<file path="src/rtl/mem_access_unit_pkg.sv">
// Shared encodings, state enum and request payload for the memory access unit.
package mem_access_unit_pkg;

  localparam int unsigned TIMEOUT_DEFAULT = 16;

  localparam logic [1:0] SIZE_BYTE = 2'b00;
  localparam logic [1:0] SIZE_HALF = 2'b01;
  localparam logic [1:0] SIZE_WORD = 2'b10;

  localparam logic [4:0] EXC_ADEL = 5'd4;
  localparam logic [4:0] EXC_ADES = 5'd5;
  localparam logic [4:0] EXC_DBE  = 5'd7;

  typedef enum logic [1:0] {
    ST_IDLE,
    ST_BUSY,
    ST_DONE
  } state_e;

  typedef struct packed {
    logic        we;
    logic [1:0]  size;
    logic        sext;
    logic [31:0] addr;
    logic [31:0] wdata;
  } req_t;

  // The reserved size code behaves exactly like a word access.
  function automatic logic [1:0] eff_size(input logic [1:0] size);
    return (size == 2'b11) ? SIZE_WORD : size;
  endfunction

  function automatic logic is_aligned(input logic [1:0] size, input logic [1:0] lsb);
    case (eff_size(size))
      SIZE_BYTE: return 1'b1;
      SIZE_HALF: return ~lsb[0];
      default:   return lsb == 2'b00;
    endcase
  endfunction

endpackage

</file>
<file path="src/rtl/mem_access_unit_load_ext.sv">
// Load lane select and zero/sign extension of a bus read word.
module load_ext
  import mem_access_unit_pkg::*;
(
  input  logic [31:0] rdata_i,
  input  logic [1:0]  addr_i,
  input  logic [1:0]  size_i,
  input  logic        sext_i,
  output logic [31:0] data_o
);

  logic [31:0] shifted;

  assign shifted = rdata_i >> {addr_i, 3'b000};

  always_comb begin
    data_o = shifted;
    case (eff_size(size_i))
      SIZE_BYTE: data_o = {{24{sext_i & shifted[7]}}, shifted[7:0]};
      SIZE_HALF: data_o = {{16{sext_i & shifted[15]}}, shifted[15:0]};
      default:   data_o = shifted;
    endcase
  end

endmodule

</file>
<file path="src/rtl/mem_access_unit.sv">
// M-stage load/store unit: alignment check, single bus transfer with timeout,
// load extraction into DR_out.
module mem_access_unit
  import mem_access_unit_pkg::*;
#(
  parameter int unsigned TIMEOUT = TIMEOUT_DEFAULT
) (
  input  logic        clk,
  input  logic        reset,
  input  logic        mem_valid,
  input  logic        mem_we,
  input  logic [1:0]  mem_size,
  input  logic        mem_sext,
  input  logic [31:0] addr,
  input  logic [31:0] wdata,
  input  logic        flush,
  output logic        bus_req,
  output logic        bus_we,
  output logic [31:0] bus_addr,
  output logic [3:0]  bus_be,
  output logic [31:0] bus_wdata,
  input  logic        bus_ack,
  input  logic [31:0] bus_rdata,
  output logic        stall,
  output logic [31:0] DR_out,
  output logic        exc,
  output logic [4:0]  exc_code,
  output logic        done
);

  localparam int unsigned CW = (TIMEOUT > 1) ? $clog2(TIMEOUT) : 1;

  state_e         state_q, state_d;
  req_t           req_q, req_d;
  logic [CW-1:0]  cnt_q, cnt_d;
  logic [31:0]    dr_q, dr_d;
  logic           exc_q, exc_d;
  logic           aligned;
  logic [31:0]    load_data;
  logic [3:0]     be_c;
  logic [31:0]    wdata_c;

  assign aligned = is_aligned(mem_size, addr[1:0]);
  assign DR_out  = dr_q;

  load_ext u_load_ext (
    .rdata_i (bus_rdata),
    .addr_i  (req_q.addr[1:0]),
    .size_i  (req_q.size),
    .sext_i  (req_q.sext),
    .data_o  (load_data)
  );

  // Byte lanes and replicated store data from the latched request.
  always_comb begin
    be_c    = 4'b1111;
    wdata_c = req_q.wdata;
    case (eff_size(req_q.size))
      SIZE_BYTE: begin
        be_c    = 4'b0001 << req_q.addr[1:0];
        wdata_c = {4{req_q.wdata[7:0]}};
      end
      SIZE_HALF: begin
        be_c    = 4'b0011 << {req_q.addr[1], 1'b0};
        wdata_c = {2{req_q.wdata[15:0]}};
      end
      default: begin
        be_c    = 4'b1111;
        wdata_c = req_q.wdata;
      end
    endcase
  end

  always_comb begin
    state_d   = state_q;
    req_d     = req_q;
    cnt_d     = cnt_q;
    dr_d      = dr_q;
    exc_d     = exc_q;
    stall     = 1'b0;
    bus_req   = 1'b0;
    bus_we    = 1'b0;
    bus_addr  = '0;
    bus_be    = '0;
    bus_wdata = '0;
    done      = 1'b0;
    exc       = 1'b0;
    exc_code  = '0;
    unique case (state_q)
      ST_IDLE: begin
        if (mem_valid && !flush) begin
          if (aligned) begin
            stall         = 1'b1;
            req_d.we      = mem_we;
            req_d.size    = mem_size;
            req_d.sext    = mem_sext;
            req_d.addr    = addr;
            req_d.wdata   = wdata;
            cnt_d         = '0;
            state_d       = ST_BUSY;
          end else begin
            exc      = 1'b1;
            exc_code = mem_we ? EXC_ADES : EXC_ADEL;
          end
        end
      end
      ST_BUSY: begin
        stall     = 1'b1;
        bus_req   = 1'b1;
        bus_we    = req_q.we;
        bus_addr  = {req_q.addr[31:2], 2'b00};
        bus_be    = be_c;
        bus_wdata = wdata_c;
        // An ack on the last allowed cycle still wins over the timeout.
        if (bus_ack) begin
          exc_d   = 1'b0;
          if (!req_q.we) dr_d = load_data;
          state_d = ST_DONE;
        end else if (cnt_q == CW'(TIMEOUT - 1)) begin
          exc_d   = 1'b1;
          dr_d    = '0;
          state_d = ST_DONE;
        end else begin
          cnt_d = cnt_q + CW'(1);
        end
      end
      ST_DONE: begin
        done     = 1'b1;
        exc      = exc_q;
        exc_code = exc_q ? EXC_DBE : 5'd0;
        state_d  = ST_IDLE;
      end
      default: state_d = ST_IDLE;
    endcase
  end

  always_ff @(posedge clk) begin
    if (!reset) begin
      state_q <= ST_IDLE;
      req_q   <= '0;
      cnt_q   <= '0;
      dr_q    <= '0;
      exc_q   <= 1'b0;
    end else begin
      state_q <= state_d;
      req_q   <= req_d;
      cnt_q   <= cnt_d;
      dr_q    <= dr_d;
      exc_q   <= exc_d;
    end
  end

endmodule

</file>
<file path="config.mk">
export PLATFORM = sky130hd
export DESIGN_NAME = mem_access_unit
export DESIGN_NICKNAME = d
export VERILOG_FILES = /design/src/rtl/mem_access_unit_pkg.sv /design/src/rtl/mem_access_unit_load_ext.sv /design/src/rtl/mem_access_unit.sv
export SDC_FILE = /design/constraint.sdc
export NUM_CORES = 1
export LEC_CHECK = 0
export ABC_AREA = 1
export ABC_CLOCK_PERIOD_IN_PS = 2500
export CORE_MARGIN = 2
export CORE_UTILIZATION = 45
export CTS_CLUSTER_DIAMETER = 150
export CTS_CLUSTER_SIZE = 10
export DETAILED_ROUTE_END_ITERATION = 12
export PLACE_DENSITY_LB_ADDON = 0.15
export REMOVE_ABC_BUFFERS = 1
export SLEW_MARGIN = 20
export SYNTH_ARGS = -nofsm -noshare
export SYNTH_HDL_FRONTEND = slang
export SYNTH_SLANG_ARGS = --single-unit
</file>
<file path="constraint.sdc">
create_clock -name clk -period 2.5 [get_ports clk]
set_clock_uncertainty 0.2 [all_clocks]
set_input_delay 0.375 -clock clk [delete_from_list [all_inputs] [get_ports clk]]
set_output_delay 0.375 -clock clk [all_outputs]
set_load 0.1 [all_outputs]
</file>
# Word level (Yosys, flattened, before mapping)
# Cells that the tools add are included.
dict set report totals {
  reg_bits 107
  wordCells 80
}
dict set report op_classes {
  addsub 1
  n_eq_ne 13
  shifts 3
  muxes 38
  n_bitwise 3
  reduce_logical 13
}
# op n
set ops {}
lappend ops {{32-bit 2-to-1 mux} 5}
lappend ops {{32-bit one-hot mux with 2 select lines} 2}
lappend ops {{32-bit by 5-bit right shift with 32-bit output} 1}
lappend ops {{4-bit 2-to-1 mux} 5}
lappend ops {{4-bit one-hot mux with 2 select lines} 2}
lappend ops {{2-bit 2-to-1 mux} 6}
lappend ops {{1-bit 2-to-1 mux} 10}
lappend ops {{2-bit != test (second input constant)} 5}
lappend ops {{3-bit 2-to-1 mux} 3}
lappend ops {{3-bit AND reduction} 3}
lappend ops {{2-bit logical NOT} 4}
lappend ops {{2-bit by 1-bit equality test with 1-bit output (second input constant)} 3}
lappend ops {{2-bit equality test (second input constant)} 3}
lappend ops {{1-bit one-hot mux with 2 select lines} 3}
lappend ops {{3-bit one-hot mux with 2 select lines} 1}
lappend ops {{5-bit AND reduction} 1}
lappend ops {{4-bit by 1-bit adder with 4-bit output (second input constant)} 1}
lappend ops {{4-bit equality test (second input constant)} 1}
lappend ops {{2-bit one-hot mux with 2 select lines} 1}
lappend ops {{2-bit nonzero test} 2}
lappend ops {{1-bit by 2-bit left shift with 4-bit output (first input constant)} 1}
lappend ops {{2-bit by 2-bit left shift with 4-bit output (first input constant)} 1}
lappend ops {{3-bit != test (second input constant)} 1}
lappend ops {{1-bit bitwise AND} 2}
lappend ops {{other kinds (4)} 4}

# Depth between registers and ports, before layout
# Gate-level depths: netlist (run 1).
dict set report logic_depth {
  depth_word 7
  ltp_mapped 10
  ltp_nobuf 9
}

# Cells and area by module
# Synthesis (run 1) repeated with hierarchy kept, for this count alone.
dict set report hier_totals {
  cells_unflattened 901
  hier_area_um2 5724.2
}
# mod instances cells_per_inst area_each_um2 seq_area_each_um2
set modules_own_cells {}
lappend modules_own_cells {mem_access_unit 1 729 4908.5 2142.1}
lappend modules_own_cells {load_ext 1 172 815.8 0.0}

# Least setup slack after synthesis (run 1)
# No wires, ideal clock.
dict set report synth_timing {
  path_type {register -> output}
  from {register state_q[1]}
  to {output port exc_code[0]}
  t_arrival_ns 3.889
  slack_ns -1.964
  path_stages_with_launch 6
  n_path_buf 0
  path_cell_list {dfxtp_1 inv_1 nor2_1 nand2_1 o21ai_0 o21a_1}
}
dict set report synth_via {
  elab_chain_cells 2
}
# element line_no
set synth_lines {}
lappend synth_lines {{from (decl)} mem_access_unit.sv:33} ;# state_e state_q, state_d;
lappend synth_lines {{from (signal assigned)} mem_access_unit.sv:145} ;# state_q <= state_d;
lappend synth_lines {{2-bit equality test / 2-bit logical NOT (equally long branches)} mem_access_unit.sv:89} ;# unique case (state_q)
lappend synth_lines {{3-bit one-hot mux with 2 select lines *} mem_access_unit.sv:89}
lappend synth_lines {{to (decl)} mem_access_unit.sv:27} ;# output logic [4:0] exc_code,
# Mark *: on every way between the ends. The rest lies on a longest branch, timed or not.

# Final worst setup path (run 1)
dict set report layout_timing {
  from {input port mem_size[1]}
  to {output port exc_code[0]}
}
dict set report layout_via {
  elab_chain_cells 7
}
# element line_no
set layout_lines {}
lappend layout_lines {{from (decl)} mem_access_unit.sv:12} ;# input logic [1:0] mem_size,
lappend layout_lines {{2-bit equality test} mem_access_unit_pkg.sv:30} ;# return (size == 2'b11) ? SIZE_WORD : size;
lappend layout_lines {{2-bit 2-to-1 mux *} mem_access_unit_pkg.sv:30}
lappend layout_lines {{2-bit by 1-bit equality test with 1-bit output / 2-bit logical NOT (equally long branches)} mem_access_unit_pkg.sv:34} ;# case (eff_size(size))
lappend layout_lines {{1-bit one-hot mux with 2 select lines *} mem_access_unit_pkg.sv:34}
lappend layout_lines {{3-bit 2-to-1 mux *} mem_access_unit.sv:92} ;# if (aligned) begin
lappend layout_lines {{3-bit 2-to-1 mux *} mem_access_unit.sv:91} ;# if (mem_valid && !flush) begin
lappend layout_lines {{3-bit one-hot mux with 2 select lines *} mem_access_unit.sv:89}
# Marked as above.

==> results of run 1 <==
==> per-stage QoR <==
step / util / worst slack [ns] / instances / cell area [sq um] / setup TNS, ns
finish: 0.729 / 0.124 / 1108 / 8360 / 0
global route: 0.729 / 0.00158 / 1108 / 8360 / 0
CTS: 0.727 / 0.0389 / 1107 / 8330 / 0
detailed placement: 0.700 / 0.0965 / 1091 / 8030 / 0
global placement: 0.700 / 0.111 / 1091 / 8030 / 0
floorplan: - / -3.93 / 721 / 4960 / -49.68
==> Yosys cell counts (2+ instances only) <==
master                     instances
sky130_fd_sc_hd__nand3_1          37
sky130_fd_sc_hd__o22ai_1           8
sky130_fd_sc_hd__nor2_2            3
sky130_fd_sc_hd__inv_1            76
sky130_fd_sc_hd__o211ai_1          7
sky130_fd_sc_hd__buf_2            21
sky130_fd_sc_hd__buf_1             2
sky130_fd_sc_hd__clkinv_2          2
sky130_fd_sc_hd__nand2_2           3
sky130_fd_sc_hd__a211oi_1          2
sky130_fd_sc_hd__nand2_4           2
sky130_fd_sc_hd__buf_6            10
sky130_fd_sc_hd__o21ai_2           2
sky130_fd_sc_hd__clkbuf_1         23
sky130_fd_sc_hd__inv_2             3
sky130_fd_sc_hd__o21ai_0          88
sky130_fd_sc_hd__a21oi_1         131
sky130_fd_sc_hd__o21ai_1           8
sky130_fd_sc_hd__buf_4             5
sky130_fd_sc_hd__nand2_1         169
sky130_fd_sc_hd__nand3_4           3
sky130_fd_sc_hd__dfxtp_1         107
sky130_fd_sc_hd__nor2_1           55
==> repair_timing <==
| item | 4_1_cts | 5_1_grt |
|---|---|---|
| endpoints found under the hold margin | 0 | 0 |
| resized for setup | 3 | 4 |
| setup endpoints to repair | 5 | 4 |
| gates cloned | 0 | 1 |
| pin swaps | 0 | 1 |
| setup buffers | 0 | 0 |
==> report_power, final <==
part           switching, mW  leakage [nW]  internal [mW]  total, mW
logic                  0.579          2.38          0.356      0.936
registers             0.0344         0.871           1.78       1.81
clock network          0.628         0.143          0.775       1.40
==> registers in the layout, summed over array words and instances, names as in the netlist <==
name     count
DR_out      32
req_q       68
exc_q        1
cnt_q        4
state_q      2
==> final cells by class <==
type,count,share of cell area
Timing Repair Buffer,227,0.346
Multi-Input combinational cell,531,0.302
Sequential cell,107,0.256
Inverter,84,0.0395
Clock buffer,11,0.0278
Tap cell,143,0.0214
Clock inverter,5,0.00643
==> worst paths after layout <==
path | slack, ns | endpoint | startpoint | cells after the start
max | 0.12 | exc_code[0] | mem_size[1] | 8
min | 0.25 | req_q[41] | req_q[41] | 2
max reg2reg | 0.52 | DR_out[27] | state_q[1] | 10
min reg2reg | 0.25 | req_q[41] | req_q[41] | 2
==> worst max-delay path: stages <==
cell and delay [ns]:
sky130_fd_sc_hd__clkdlybuf4s50_1 0.54, sky130_fd_sc_hd__nand2_1 0.09, sky130_fd_sc_hd__nand2_1 0.08, sky130_fd_sc_hd__o21ai_2 0.06, sky130_fd_sc_hd__o21ai_0 0.17, sky130_fd_sc_hd__buf_4 0.15
sky130_fd_sc_hd__o21a_1 0.16, sky130_fd_sc_hd__buf_12 0.18
==> layer usage <==
layer  global-route usage  up-vias  routed length [um]
li1                     -     2889                   -
met1                0.302     2590                6690
met2                0.452      212                8170
met3               0.0999       23                1600
met4               0.0732        0                 317
met5                    0        -                   0
==> kinds of logic after synthesis <==
family                     after synthesis  synth area share
buffers and inverters                  145             0.127
and+or+nand+nor                        275             0.218
DFF                                    107             0.405
xor gates and xnor gates                 2           0.00331
other                                    1          0.000708
adders and majority gates                1           0.00236
AOI/OAI and AO/OA                      248             0.243
==> out/summary.log, run 1 <==
qor: logic_synthesis.post_synthesis_sequential_element_count 107
qor: pwr.power.static_leakage 3.40 nW
qor: floorplanning.chipWidth 112 um
qor: cells_and_area.post_layout_net_count 1,066
qor: clocking.worstSkewPairLatency 0.34 ns
qor: timing.worst_hold_slack 0.249 ns
qor: timing.post-route-min-period 2.38 ns
qor: route.drt-initial-drc-count 448
qor: timing.final-max-slew-violation-count 0
qor: cells_and_area.ratio_of_cells_with_drive_above_1_in_the_final_layout 0.168
qor: cells_and_area.area_delta_synth_final 58.0%
qor: global_route.wire_length_of_the_first_global_routing_pass 26.7 mm
qor: route.routed_via_density 5.16
qor: critical_path.crit_fanout 4
qor: pwr.post_layout_total_power 4.15 mW
qor: logic_synthesis.synth_top_area_cell sky130_fd_sc_hd__dfxtp_1
qor: logic_synthesis.synth_cells 779
qor: clocking.cts_hold_buf 0
qor: timing.post-route-period-util 0.951
qor: flow_run.drv.max_cap_violation_count 0
qor: timing.rsz0062_at_grt no
qor: clocking.clock_tree.htree_level_count 3
qor: critical_path.worstSetupEndpointType primary output
qor: placement.port_buffer_cells 210
qor: route.routed-via-count 5,714
qor: logic_synthesis.synth_flop_cell sky130_fd_sc_hd__dfxtp_1
qor: global_route.vias_in_the_first_global_route 5,543
qor: floorplanning.initial_utilization 0.462
qor: route.drt-pass1-iter-count 5
qor: floorplanning.placeableCoreArea 11,500 sq um
qor: floorplanning.die_height 112 um
qor: critical_path.setup.worst_path.class input port to primary output
qor: cells_and_area.ff_latch_area 2140 sq um
qor: global_route.grt_use_total 0.261
qor: clocking.clock-root-buffer sky130_fd_sc_hd__clkbuf_16
qor: logic_synthesis.netlist_top_cells_area sky130_fd_sc_hd__dfxtp_1 (40%), sky130_fd_sc_hd__a21oi_1 (12%), sky130_fd_sc_hd__nand2_1 (12%), sky130_fd_sc_hd__o21ai_0 (8.3%), sky130_fd_sc_hd__inv_1 (5.4%)
qor: logic_synthesis.post_synth_edffs 0
qor: clocking.cts_inserted_buffers 9
qor: global_route.grt_start_max_net_pins 62
qor: clocking.cts_buffer_depth 2
qor: global_route.grt_antenna_before_repair 0
qor: logic_synthesis.post_synth_num_cell_types 35
qor: critical_path.required_time_of_the_worst_setup_path 1.92 ns
qor: pwr.ir_worst_vdd 549 uV
qor: critical_path.worst_ep_arrival_time 1.80 ns
qor: critical_path.setup.worst_path.start_class input port
qor: clocking.clock_sink_count 107
qor: timing.finalSetupViolations 0
qor: placement.finalWeightedCongestion 0.885
qor: cells_and_area.fill_cell_instance_count_of_the_final_layout 931
qor: cells_and_area.mostFrequentLayoutCells sky130_fd_sc_hd__nand2_1 (168), sky130_fd_sc_hd__a21oi_1 (130), sky130_fd_sc_hd__dfxtp_1 (107)
qor: route.post-route-drc-count 0
qor: cells_and_area.layout.cells.most_common sky130_fd_sc_hd__nand2_1
qor: cells_and_area.area_taken_by_multi_input_logic_gates 2530 sq um
qor: route.wire_per_inst 15.1 um
qor: logic_synthesis.synth_top_area_frac 0.405
qor: logic_synthesis.syn_area_per_cell 6.80 sq um
qor: floorplanning.floorplan.die_area 12,600 sq um
qor: pwr.pwr_density_cell 496 nW/um^2
qor: logic_synthesis.ys_warn_count 0
qor: floorplanning.ios 215
qor: logic_synthesis.async_reset_ff_frac 0
qor: run_status.status complete, no violations
qor: cells_and_area.antenna_cells 0
qor: logic_synthesis.post_synth_instance_area 5290 sq um
qor: hold_path.hold_class flip-flop to flip-flop
qor: route.route.final.wire_length 16.8 mm
qor: timing.max_clock_freq 421 MHz
qor: floorplanning.row_count 39
qor: logic_synthesis.synth.yosys.seq_area_share 0.405
qor: clocking.cts_tree built
qor: clocking.worst_setup_hold_path_clk_slew 0.07 ns
qor: route.route.antenna.remaining_nets 0
qor: global_route.grt-ovfl-total 0
qor: placement.dpl.hpwl 11.9 mm
qor: timing.timing.final.hold_violations 0
Note: power is estimated with default switching activity, not from simulation.
==> run 2, diff against run 1 <==
--- a/config.mk
+++ b/config.mk
@@ -12,7 +12,7 @@
 export CTS_CLUSTER_DIAMETER = 150
 export CTS_CLUSTER_SIZE = 10
 export DETAILED_ROUTE_END_ITERATION = 12
-export PLACE_DENSITY_LB_ADDON = 0.15
+export PLACE_DENSITY = 0.84
 export REMOVE_ABC_BUFFERS = 1
 export SLEW_MARGIN = 20
 export SYNTH_ARGS = -nofsm -noshare
==> out/summary.log, run 2 (synthesis gave the netlist of run 1 again) <==
qor: global_route.grt_start_max_net_pins 72
qor: timing.max_clock_freq 425 MHz
qor: global_route.grt-ovfl-total 0
qor: pwr.netSwitchingPower 1.26 mW
qor: timing.final-max-slew-violation-count 0
qor: pwr.pwr_density_cell 501 nW/um^2
qor: cells_and_area.fill_cell_instance_count_of_the_final_layout 867
qor: floorplanning.ios 215
qor: timing.timing.final.hold_violations 0
qor: clocking.clock_sink_count 107
qor: route.route.antenna.remaining_nets 0
qor: hold_path.hold-path-endpoint req_q[58]
qor: flow_run.drv.max_cap_violation_count 0
qor: cells_and_area.regMostFlops req_q
qor: clocking.cts_buffer_depth 2
qor: cells_and_area.area_delta_synth_final 58.0%
qor: route.drt-pass1-iter-count 5
qor: critical_path.worstSetupEndpointType primary output
qor: placement.post_place_instance_area 8020 sq um
qor: run_status.status complete, no violations
qor: global_route.grt_use_total 0.275
qor: clocking.worst_setup_hold_path_clk_slew 0.07 ns
qor: critical_path.crit_fanout 21
qor: route.routed-via-count 5,916
qor: floorplanning.die_height 112 um
qor: placement.finalWeightedCongestion 0.860
qor: hold_path.hold_start req_q[58]
qor: critical_path.setup.worst_path.class flip-flop to primary output
qor: timing.worst_hold_slack 0.254 ns
qor: floorplanning.chipWidth 112 um
qor: pwr.clock_power_share 0.343
qor: cells_and_area.layout.cells.most_common sky130_fd_sc_hd__nand2_1
qor: pwr.ir_worst_vdd 392 uV
qor: pwr.share_seq_of_total_power 0.432
qor: route.post-route-drc-count 0
qor: cells_and_area.mostFrequentLayoutCells sky130_fd_sc_hd__nand2_1 (169), sky130_fd_sc_hd__a21oi_1 (128), sky130_fd_sc_hd__dfxtp_1 (107)
qor: critical_path.setup.worst_path.start_class flip-flop
qor: cells_and_area.max_reg_flops 68
qor: route.wire_per_inst 15.9 um
qor: floorplanning.placeableCoreArea 11,500 sq um
qor: timing.finalSetupViolations 0
qor: timing.post-route-min-period 2.35 ns
qor: critical_path.crit-reg2reg-capture DR_out[17]
qor: pwr.comb_power_share 0.224
qor: pwr.power.static_leakage 3.39 nW
qor: critical_path.worst_ep_arrival_time 1.78 ns
qor: floorplanning.row_count 39
qor: critical_path.reg2reg_setup_slack 0.62 ns
qor: global_route.vias_in_the_first_global_route 5,689
qor: hold_path.hold_class flip-flop to flip-flop
qor: placement.port_buffer_cells 210
qor: timing.post-route-period-util 0.940
qor: cells_and_area.ratio_of_cells_with_drive_above_1_in_the_final_layout 0.172
qor: cells_and_area.antenna_cells 0
qor: critical_path.r2r.worst_path.cells 7
qor: clocking.cts_inserted_buffers 9
qor: pwr.int_power 2.93 mW
qor: cells_and_area.finish.instance_area 8370 sq um
qor: critical_path.required_time_of_the_worst_setup_path 1.92 ns
qor: cells_and_area.utilization 0.730
qor: clocking.clock-root-buffer sky130_fd_sc_hd__clkbuf_16
qor: critical_path.setup.worst_path.start state_q[0]
qor: route.routed_via_density 5.34
qor: clocking.clock_tree.htree_level_count 3
qor: timing.rsz0062_at_grt no
qor: floorplanning.floorplan.die_area 12,600 sq um
qor: global_route.wire_length_of_the_first_global_routing_pass 27.7 mm
qor: floorplanning.initial_utilization 0.462
qor: placement.dpl.hpwl 12.5 mm
qor: clocking.post_cts.repair.setup_buffers 0
qor: timing.relSlewSlack 0.577
qor: clocking.worstSkewPairLatency 0.35 ns
qor: route.drt-initial-drc-count 473
qor: pwr.power_switching_share 0.301
qor: critical_path.timing.rr.start req_q[32]
qor: hold_path.worstHoldPathCells 2
qor: route.route.final.wire_length 17.6 mm
qor: timing.timing_worst_slew_pin_value 0.635 ns
qor: cells_and_area.post_layout_net_count 1,067
qor: clocking.cts_tree built
qor: global_route.grt_antenna_before_repair 1
==> run 2: cell count changes in the layout (fill, tap and decap cells not counted), sizes merged <==
cell and delta:
clkinvlp +1, clkinv -3, inv +1, buf +1
==> run 2: final cells by class <==
| class | instances | area, sq um | share of cell area |
|---|---|---|---|
| multi-input combinational | 531 | 2530 | 0.303 |
| tap | 143 | 179 | 0.0214 |
| clock buffer | 11 | 243 | 0.0290 |
| inverter | 84 | 333 | 0.0398 |
| sequential | 107 | 2140 | 0.256 |
| clock inverter | 4 | 51.3 | 0.00613 |
| timing repair buffer | 228 | 2880 | 0.345 |
==> run 2: what timing repair did <==
item	CTS	global route
hold buffers	0	0
pin swaps	0	1
resized for setup	2	9
endpoints found under the setup margin	10	15
gates cloned	0	1
==> run 2: through the flow <==
| step | setup TNS [ns] | worst slack [ns] | power (mW) | instances |
|---|---|---|---|---|
| after floorplan | -49.68 | -3.93 | 2.36 | 721 |
| after CTS | 0 | 0.0115 | 4.20 | 1107 |
| final | 0 | 0.150 | 4.19 | 1108 |
| after global routing | 0 | 0.0418 | 4.37 | 1108 |
| after global placement | 0 | 0.200 | 2.75 | 1092 |
| after detailed placement | 0 | 0.182 | 2.77 | 1092 |
==> run 2: worst max-delay path by stage <==
stage                          endpoint  cells past startpoint  slack, ns
after floorplan             exc_code[0]                      5      -3.93
after global placement      exc_code[0]                      7       0.20
after detailed placement    exc_code[0]                      7       0.18
after CTS                 bus_wdata[15]                      5       0.01
after global routing        exc_code[0]                      7       0.04
final                         bus_be[3]                      5       0.15
==> run 2: worst max-delay path: stages (launching register included) <==
cell and delay [ns]:
sky130_fd_sc_hd__dfxtp_1 0.43, sky130_fd_sc_hd__nand2_4 0.18, sky130_fd_sc_hd__inv_8 0.17, sky130_fd_sc_hd__o21ai_0 0.14, sky130_fd_sc_hd__a21oi_1 0.28, sky130_fd_sc_hd__buf_12 0.22
==> run 2: power by group through the flow <==
stage                     logic, mW  clock network, mW  registers (mW)
after floorplan               0.456                  0            1.90
after global placement        0.903                  0            1.85
after detailed placement      0.916                  0            1.85
after CTS                     0.925               1.46            1.81
after global routing           1.01               1.54            1.82
final                         0.940               1.44            1.81
==> run 2: metal layers <==
layer | track usage | part of all wire
met3 | 0.105 | 0.11
met1 | 0.307 | 0.38
met4 | 0.130 | 0.035
met2 | 0.465 | 0.48
met5 | 0 | 0.00068
